## src/rtl/mini_aes_dcu.sv

```systemverilog
// -----------------------------------------------------------------------------
// mini_aes_dcu -- nibble-serial Mini-AES decipher unit (16-bit block and key,
// two rounds). Ciphertext and key arrive one nibble per accepted handshake;
// the plaintext is computed over a fixed sequence of states and streamed back
// one nibble per cycle.
//
// Optional feature macro: DCU_KEY_CACHE_EN
//   When defined, adds input key_hold. If key_hold=1 on the first accepted
//   nibble of a block, key_in is ignored for that block and the key held
//   from the previous block is reused (0000 after reset).
//
// Parameter:
//   MSN_FIRST  1: first nibble in/out is p0 (bits 15:12); 0: first is p3.
//
// Ports:
//   clk        system clock, rising edge
//   reset      asynchronous, active-high reset
//   in_valid   data_in/key_in nibble valid (honoured only in LOAD)
//   data_in    ciphertext nibble
//   key_in     key nibble, same index as data_in
//   key_hold   reuse previous key for this block (DCU_KEY_CACHE_EN only)
//   in_ready   high only in LOAD
//   busy       high in every state except LOAD
//   out_valid  plaintext nibble valid
//   data_out   plaintext nibble, 0 whenever out_valid is low
// -----------------------------------------------------------------------------
module mini_aes_dcu #(
  parameter int MSN_FIRST = 1
) (
  input  logic       clk,
  input  logic       reset,
  input  logic       in_valid,
  input  logic [3:0] data_in,
  input  logic [3:0] key_in,
`ifdef DCU_KEY_CACHE_EN
  input  logic       key_hold,
`endif
  output logic       in_ready,
  output logic       busy,
  output logic       out_valid,
  output logic [3:0] data_out
);

  typedef enum logic [2:0] {S_LOAD, S_KEY, S_R2, S_R1, S_R0, S_OUT} state_t;

  state_t      state, state_nxt;
  logic [1:0]  cnt;
  logic [1:0]  idx;
  logic [15:0] st, k0, k1, k2;
  logic [15:0] k1_w;
  logic        take_key;

  function automatic logic [3:0] sbox(input logic [3:0] x);
    case (x)
      4'h0: return 4'hE; 4'h1: return 4'h4; 4'h2: return 4'hD; 4'h3: return 4'h1;
      4'h4: return 4'h2; 4'h5: return 4'hF; 4'h6: return 4'hB; 4'h7: return 4'h8;
      4'h8: return 4'h3; 4'h9: return 4'hA; 4'hA: return 4'h6; 4'hB: return 4'hC;
      4'hC: return 4'h5; 4'hD: return 4'h9; 4'hE: return 4'h0; default: return 4'h7;
    endcase
  endfunction

  function automatic logic [3:0] inv_sbox(input logic [3:0] x);
    case (x)
      4'h0: return 4'hE; 4'h1: return 4'h3; 4'h2: return 4'h4; 4'h3: return 4'h8;
      4'h4: return 4'h1; 4'h5: return 4'hC; 4'h6: return 4'hA; 4'h7: return 4'hF;
      4'h8: return 4'h7; 4'h9: return 4'hD; 4'hA: return 4'h9; 4'hB: return 4'h6;
      4'hC: return 4'hB; 4'hD: return 4'h2; 4'hE: return 4'h0; default: return 4'h5;
    endcase
  endfunction

  // Multiply by x in GF(2^4) mod x^4+x+1: shift, fold the carry back as 0011.
  function automatic logic [3:0] mul2(input logic [3:0] x);
    return {x[2:0], 1'b0} ^ (x[3] ? 4'h3 : 4'h0);
  endfunction

  function automatic logic [3:0] mul3(input logic [3:0] x);
    return mul2(x) ^ x;
  endfunction

  function automatic logic [7:0] mc_col(input logic [3:0] a, input logic [3:0] b);
    return {mul3(a) ^ mul2(b), mul2(a) ^ mul3(b)};
  endfunction

  function automatic logic [15:0] mix_cols(input logic [15:0] v);
    return {mc_col(v[15:12], v[11:8]), mc_col(v[7:4], v[3:0])};
  endfunction

  function automatic logic [15:0] inv_sub(input logic [15:0] v);
    return {inv_sbox(v[15:12]), inv_sbox(v[11:8]), inv_sbox(v[7:4]), inv_sbox(v[3:0])};
  endfunction

  // Swap p1 and p3; its own inverse.
  function automatic logic [15:0] shift_rows(input logic [15:0] v);
    return {v[15:12], v[3:0], v[7:4], v[11:8]};
  endfunction

  // One key-schedule step: {w0..w3} -> {w4..w7} with round constant rc.
  function automatic logic [15:0] ks_next(input logic [15:0] w, input logic [3:0] rc);
    logic [3:0] a, b, c, d;
    a = w[15:12] ^ sbox(w[3:0]) ^ rc;
    b = w[11:8] ^ a;
    c = w[7:4] ^ b;
    d = w[3:0] ^ c;
    return {a, b, c, d};
  endfunction

  // Nibble index i selects p_i, where p0 occupies bits 15:12.
  function automatic logic [15:0] put_nib(input logic [15:0] v, input logic [1:0] i,
                                          input logic [3:0] n);
    case (i)
      2'd0:    v[15:12] = n;
      2'd1:    v[11:8]  = n;
      2'd2:    v[7:4]   = n;
      default: v[3:0]   = n;
    endcase
    return v;
  endfunction

  function automatic logic [3:0] get_nib(input logic [15:0] v, input logic [1:0] i);
    case (i)
      2'd0:    return v[15:12];
      2'd1:    return v[11:8];
      2'd2:    return v[7:4];
      default: return v[3:0];
    endcase
  endfunction

  // The same counter walks the nibbles in LOAD and OUT; ~cnt gives 3-cnt.
  assign idx  = (MSN_FIRST != 0) ? cnt : ~cnt;
  assign k1_w = ks_next(k0, 4'h1);

`ifdef DCU_KEY_CACHE_EN
  logic hold_blk;
  // The first nibble decides for the whole block; later nibbles follow the latch.
  assign take_key = (cnt == 2'd0) ? !key_hold : !hold_blk;
`else
  assign take_key = 1'b1;
`endif

  // NOTE: clocked state uses non-blocking (<=) so every register samples the
  // pre-edge values; blocking here would create order-dependent simulation.
  always_ff @(posedge clk or posedge reset) begin
    if (reset) state <= S_LOAD;
    else       state <= state_nxt;
  end

  // NOTE: every output of this block gets a default first, so no path through
  // the case leaves a signal unassigned and no latch is inferred.
  always_comb begin
    state_nxt = state;
    in_ready  = 1'b0;
    busy      = 1'b1;
    out_valid = 1'b0;
    data_out  = 4'h0;
    case (state)
      S_LOAD: begin
        in_ready = 1'b1;
        busy     = 1'b0;
        if (in_valid && cnt == 2'd3) state_nxt = S_KEY;
      end
      S_KEY: state_nxt = S_R2;
      S_R2:  state_nxt = S_R1;
      S_R1:  state_nxt = S_R0;
      S_R0:  state_nxt = S_OUT;
      S_OUT: begin
        out_valid = 1'b1;
        data_out  = get_nib(st, idx);
        if (cnt == 2'd3) state_nxt = S_LOAD;
      end
      default: state_nxt = S_LOAD;
    endcase
  end

  // NOTE: the data and key registers are reset too: the held key must read
  // 0000 after reset, and an aborted block must not leak into the next one.
  always_ff @(posedge clk or posedge reset) begin
    if (reset) begin
      cnt <= 2'd0;
      st  <= 16'h0;
      k0  <= 16'h0;
      k1  <= 16'h0;
      k2  <= 16'h0;
`ifdef DCU_KEY_CACHE_EN
      hold_blk <= 1'b0;
`endif
    end else begin
      case (state)
        S_LOAD: if (in_valid) begin
          st  <= put_nib(st, idx, data_in);
          if (take_key) k0 <= put_nib(k0, idx, key_in);
          cnt <= cnt + 2'd1;
`ifdef DCU_KEY_CACHE_EN
          if (cnt == 2'd0) hold_blk <= key_hold;
`endif
        end
        S_KEY: begin
          k1 <= k1_w;
          k2 <= ks_next(k1_w, 4'h2);
        end
        S_R2:  st  <= shift_rows(inv_sub(st ^ k2));
        S_R1:  st  <= shift_rows(inv_sub(mix_cols(st ^ k1)));
        S_R0:  st  <= st ^ k0;
        S_OUT: cnt <= cnt + 2'd1;  // wraps to 0 on the last nibble
        default: ;
      endcase
    end
  end

endmodule
```

## config.mk

```make
export PLATFORM = sky130hd
export DESIGN_NAME = mini_aes_dcu
export DESIGN_NICKNAME = d
export VERILOG_FILES = /design/src/rtl/mini_aes_dcu.sv
export SDC_FILE = /design/constraint.sdc
export NUM_CORES = 1
export LEC_CHECK = 0
export ABC_AREA = 1
export CORE_ASPECT_RATIO = 1.25
export CORE_MARGIN = 2
export CORE_UTILIZATION = 40
export CTS_BUF_LIST = sky130_fd_sc_hd__clkbuf_8
export CTS_CLUSTER_DIAMETER = 80
export DETAILED_ROUTE_END_ITERATION = 10
export GPL_TIMING_DRIVEN = 0
export HOLD_SLACK_MARGIN = 0.02
export MAX_ROUTING_LAYER = met4
export PLACE_DENSITY = 0.59
export SYNTH_ARGS = -nofsm -noshare
export SYNTH_HDL_FRONTEND = slang
export SYNTH_SLANG_ARGS = --single-unit
```

## constraint.sdc

```tcl
create_clock -name clk -period 3.39 [get_ports clk]
set_input_delay 0.678 -clock clk [delete_from_list [all_inputs] [get_ports clk]]
set_output_delay 0.678 -clock clk [all_outputs]
set_load 0.02 [all_outputs]
```

==> reports/metrics.cfg, run 1 <==
[worst_setup_path]
crit_buf_inv=3
slowest_delay_ns=0.65
arrival_ns=2.42
cp-startpoint=state[0]$_DFFE_PP0P_
critPathMaxFanout=7
crit_slowest_cell=clkdlybuf4s50_1
cp.required_ns=2.71
critPathLaunchType=flip-flop
critPathTopFamily=buffers and inverters
cp_cell_sequence=inv_1 > nor2_1 > inv_1 > nor2_1 > o21ai_0 > a31oi_1 > clkdlybuf4s50_1
endpoint_kind=output port
critical_path_class=reg -> out
r2r_start=k0[0]$_DFFE_PP0P_

[clock_network]
cts_hold_buf=0
clkSinkCount=69
root_buffer=clkbuf_8
clock_latency_ns=0.36
clkTransAtPathRegs_ns=0.07
h-tree-depth=3
cts_tree=yes
cts_buffer_depth=2
cts_made_buffers=9

[die]
dieArea_um2=16500
die_x_um=115
rows=50
core_area_um2=15100
die_y_um=143
start_util_pct=41.1
pin_count=18

[hold_path]
hold_path_class=reg -> reg
worstHoldStart=k2[6]$_DFFE_PP0P_

[synthesis]
yosysWarnings=0
syn-cell-area_um2=6190
synth.avg_cell_area_um2=7.18
postSynthNetCount=918
syn_inst=863
synth_cell_types=37
synth_seq_area_share_pct=27.9
ys_ff_latch=69

[routing]
wl_per_cell_um=16.2
firstDrtPassIters=6
ant_nets=0
via_per_inst=5.14
route.vias.total=5689
drt-total-wl_mm=17.9
drc=0
first_iter_violations=324

[cells_and_area]
nets=950
drive_gt1_share_pct=12.5
n_antenna_cell=0
area_growth_syn_to_layout_pct=11.0
final_area_um2=6880
fill_cells=1561

[place]
port_buffers=17
gp_congestion=0.958
place_area_um2=6660
post-dp-hpwl_mm=14.4

[global_route]
grt_pass1_wl_mm=28.4
grt_overflow=0
grt_max_degree=46
antenna_found_initial=0
grtUsageTotal_pct=23.5
grt_pass1_vias=5269

[sta]
timing_hold_violations_final=0
holdWs_ns=0.499
drv_slew=0
relSlewSlack_pct=41.4
worst_pin_slew_ns=0.873
min_period_over_period_pct=91.3
max_freq_mhz=323
setup_tns_ns=0
setup_viol=0
clock_skew_ns=0.00987
min_period_ns=3.10
grt_setup_unrepaired=false

[flow_run]
maxCapViolations=0

[outcome]
outcome=finished, final reports clean

-- tightest hold or removal path: stages, from the launching register on --
cell and delay [ns]:
dfrtp_1 0.35, nand2_1 0.06, nand2_1 0.06
-- cell families after synthesis --
group | Yosys count | share of synthesized area (%)
xor+xnor | 72 | 10.7
flops | 69 | 27.9
simple gates | 391 | 29.7
fa+ha+maj | 44 | 8.89
compound gates | 162 | 14.6
buf+inv | 125 | 8.28
-- registers in the layout (all words and copies together), names as in the netlist --
name   count
k1        16
state      3
cnt        2
k2        16
st        16
k0        16
-- stage by stage --
stage          utilization, %  setup WS [ns]  std cells
6_report                 45.6          0.295       1106
2_1_floorplan               -          0.709        863
5_1_grt                  45.6         0.0456       1106
4_1_cts                  45.3         0.0715       1103
3_5_place_dp             44.1         0.0120       1089
3_3_place_gp             43.9         -0.427       1088
-- repair_timing --
action,CTS,global route
setup endpoints to repair,1,12
buffers inserted,0,3
gates cloned,0,0
resized for setup,1,3
endpoints found under the hold margin,0,0
-- cell usage in the layout (no fill, tap or decap), drive strengths merged, types with 12 or more instances in the layout --
| cell type | n |
|---|---|
| xnor2 | 44 |
| nand3 | 91 |
| dfrtp | 69 |
| ha | 44 |
| clkdlybuf4s50 | 17 |
| o21ai | 84 |
| inv | 103 |
| xor2 | 28 |
| o211ai | 12 |
| o22ai | 13 |
| clkbuf | 21 |
| nor2 | 28 |
| nand2 | 256 |
| a21oi | 37 |
| buf | 16 |
-- layout make-up --
class | count | area [um^2] | share of cell area (%)
multi-input combinational | 669 | 3970 | 57.7
sequential | 69 | 1730 | 25.2
inverter | 102 | 393 | 5.71
tap | 208 | 260 | 3.79
timing repair buffer | 21 | 220 | 3.20
clock buffer | 10 | 138 | 2.00
buffer | 23 | 123 | 1.78
clock inverter | 4 | 42.5 | 0.619
-- cell usage after synthesis (all sizes together) --
| library cell | n | area (um^2) |
|---|---|---|
| nand2 | 256 | 1070 |
| inv | 101 | 387 |
| nand3 | 91 | 561 |
| o21ai | 84 | 424 |
| dfrtp | 69 | 1730 |
| ha | 44 | 551 |
| xnor2 | 44 | 408 |
| a21oi | 37 | 185 |
| nor2 | 28 | 105 |
| xor2 | 28 | 253 |
| o22ai | 13 | 81.3 |
| buf | 12 | 78.8 |
| o211ai | 12 | 90.1 |
| clkbuf | 11 | 43.8 |
| o221ai | 8 | 70.1 |
| or2 | 8 | 50.1 |
| a31oi | 5 | 31.3 |
| nand3b | 5 | 37.5 |
| nor3 | 2 | 10.0 |
| a211oi | 1 | 7.51 |
| clkinv | 1 | 3.75 |
| nand4 | 1 | 6.26 |
| o2111ai | 1 | 8.76 |
| o21bai | 1 | 7.51 |
-- path summary, 6_finish.rpt --
check | end | slack [ns] | cells past startpoint
max | data_out[1] | 0.29 | 7
min | k2[6]$_DFFE_PP0P_ | 0.50 | 2
max reg2reg | k2[2]$_DFFE_PP0P_ | 0.32 | 24
min reg2reg | k2[6]$_DFFE_PP0P_ | 0.50 | 2
max in group asynchronous | st[1]$_DFFE_PP0P_ | 2.20 | 3
min in group asynchronous | k1[4]$_DFFE_PP0P_ | 0.65 | 2
-- per-layer routing --
layer  vias to the layer above  wire length [um]  GRT usage (%)
li1                       2874                 -              -
met1                      2649              7920           30.0
met2                       136              8660           38.5
met3                        30               827           2.59
met4                         0               505           8.43
met5                         -                 0              -
Power of run 1 is left out: the tool's default activity adds up to more than one toggle a clock period on the data nets, which glitch-free logic cannot reach.
==> run 2, diff against run 1 <==
- CORE_UTILIZATION: 40 -> 31
- MAX_ROUTING_LAYER: met4 -> not set
- PLACE_DENSITY: 0.59 -> 0.49
==> run 2 against run 1 <==
Compared with the run above: wire length grew 7.1%; global-route usage down 4.6 points; flip-flop and latch count unchanged; final cell count up 5.3%; first-iteration DRC count shrank 19%; cell area increased by 1.0%; sequential share of layout area fell by 0.26 points.
==> reports/metrics.cfg, run 2 (synthesized netlist as in run 1, its figures left out) <==
[cells_and_area]
area_growth_syn_to_layout_pct=12.1
fin_cells=1165
drive_gt1_share_pct=12.7
layout_commonest_cell=nand2_1
nets=950
final_area_um2=6950
mostFrequentLayoutCells=nand2_1, inv_1, o21ai_0
n_antenna_cell=0

[sta]
setup_tns_ns=0
max_freq_mhz=322
timing_hold_violations_final=0
worst_pin_slew_ns=0.824
holdWs_ns=0.506
clock_skew_ns=0.0154
setup_viol=0
relSlewSlack_pct=44.6
min_period_ns=3.11
min_period_over_period_pct=91.7
grt_setup_unrepaired=false
drv_slew=0

[worst_setup_path]
crit_slowest_cell=clkdlybuf4s50_1
arrival_ns=2.43
critical_path_class=reg -> out
slowest_delay_ns=0.65
endpoint_kind=output port
critPathLaunchType=flip-flop
critPathMaxFanout=7
cp_cell_sequence=inv_1 > nor2_1 > inv_1 > nor2_1 > o21ai_0 > a31oi_1 > clkdlybuf4s50_1
critPathTopFamily=buffers and inverters
cp.required_ns=2.71
crit_buf_inv=3
reg2reg_slack_ns=0.34

[clock_network]
clkSinkCount=69
clkTransAtPathRegs_ns=0.08
clock_latency_ns=0.38
cts_made_buffers=9
root_buffer=clkbuf_8
cts_buffer_depth=2
h-tree-depth=3
cts_tree=yes

[place]
post-dp-hpwl_mm=15.5
port_buffers=17
placed_cells_incl_taps=1146
place_area_um2=6720
gp_congestion=0.890

[global_route]
grt_overflow=0
grtUsageTotal_pct=18.9
grt_pass1_wl_mm=29.8
grt_pass1_vias=5182
antenna_found_initial=0
grt_max_degree=37

[routing]
route.vias.total=5559
ant_nets=0
drt-total-wl_mm=19.2
wl_per_cell_um=16.5
drc=0
first_iter_violations=262
firstDrtPassIters=5
via_per_inst=4.77

[die]
pin_count=18
core_area_um2=19500
start_util_pct=31.7
die_x_um=130
dieArea_um2=21100
die_y_um=162
rows=57

[hold_path]
hold_path_class=reg -> reg

[outcome]
outcome=finished, final reports clean

[flow_run]
maxCapViolations=0

-- run 2: cell types whose count changed in the layout (fill, tap and decap cells not counted), moves of 2 or more --
cell / delta
clkinv_4: +3
xor2_2: -2
xor2_1: +2
inv_1: -2
clkinvlp_4: +2
-- run 2: metrics by stage --
step / setup slack (ns) / utilization, %
after floorplan: 0.709 / -
after global placement: -0.574 / 34.3
after detailed placement: -0.0869 / 34.4
after CTS: 0.104 / 35.4
after global routing: 0.0319 / 35.5
final: 0.280 / 35.5
-- run 2: area by class of cell --
class	count	area [um^2]
clock inverter	7	76.3
sequential	69	1730
inverter	102	395
clock buffer	9	124
multi-input combinational	669	3960
tap	265	332
buffer	23	123
timing repair buffer	21	213
fill	2161	12600
-- run 2: routing by layer --
metal,vias to the layer above,wire [um],GRT usage (%)
li1,2880,-,-
met2,91,9390,32.5
met5,-,0,0
met3,25,442,1.88
met4,0,515,6.43
met1,2563,8850,24.7
-- run 2: worst reg2reg max path: stages, from the launching register on --
cell and delay, ns:
dfrtp_2 0.42, inv_2 0.15, ha_1 0.26, inv_1 0.06, nand2_1 0.07, nand3_2 0.11, nand2_1 0.07, nand2_2 0.08
nand2_2 0.08, nand2_1 0.09, nand3_2 0.09, nand2_1 0.12, nand2_1 0.06, nand2_1 0.18, ha_1 0.28, nand2_1 0.08
nand3_2 0.10, nand2_2 0.09, nand2_2 0.06, nand2_2 0.12, nand2_2 0.07, nand2_1 0.11, nand2_1 0.06, nand3_1 0.08
nand2_1 0.05
-- run 2: timing repair --
item,in CTS,in global routing
endpoints found under the setup margin,5,11
setup buffers,0,3
resized for setup,2,1
hold endpoints to repair,0,0
hold buffers,0,0
-- run 2: worst paths after layout --
check                                          to            startpoint  depth (start not counted)
worst min register to register  k2[4]$_DFFE_PP0P_     k2[4]$_DFFE_PP0P_                          2
min in group asynchronous       st[8]$_DFFE_PP0P_                 reset                          2
worst max-delay path                  data_out[3]  state[0]$_DFFE_PP0P_                          7
max in group asynchronous       k0[1]$_DFFE_PP0P_                 reset                          3
worst max register to register  k2[2]$_DFFE_PP0P_     k0[1]$_DFFE_PP0P_                         24
worst min-delay path            k2[4]$_DFFE_PP0P_     k2[4]$_DFFE_PP0P_                          2
Power of run 2 is left out for the same reason.
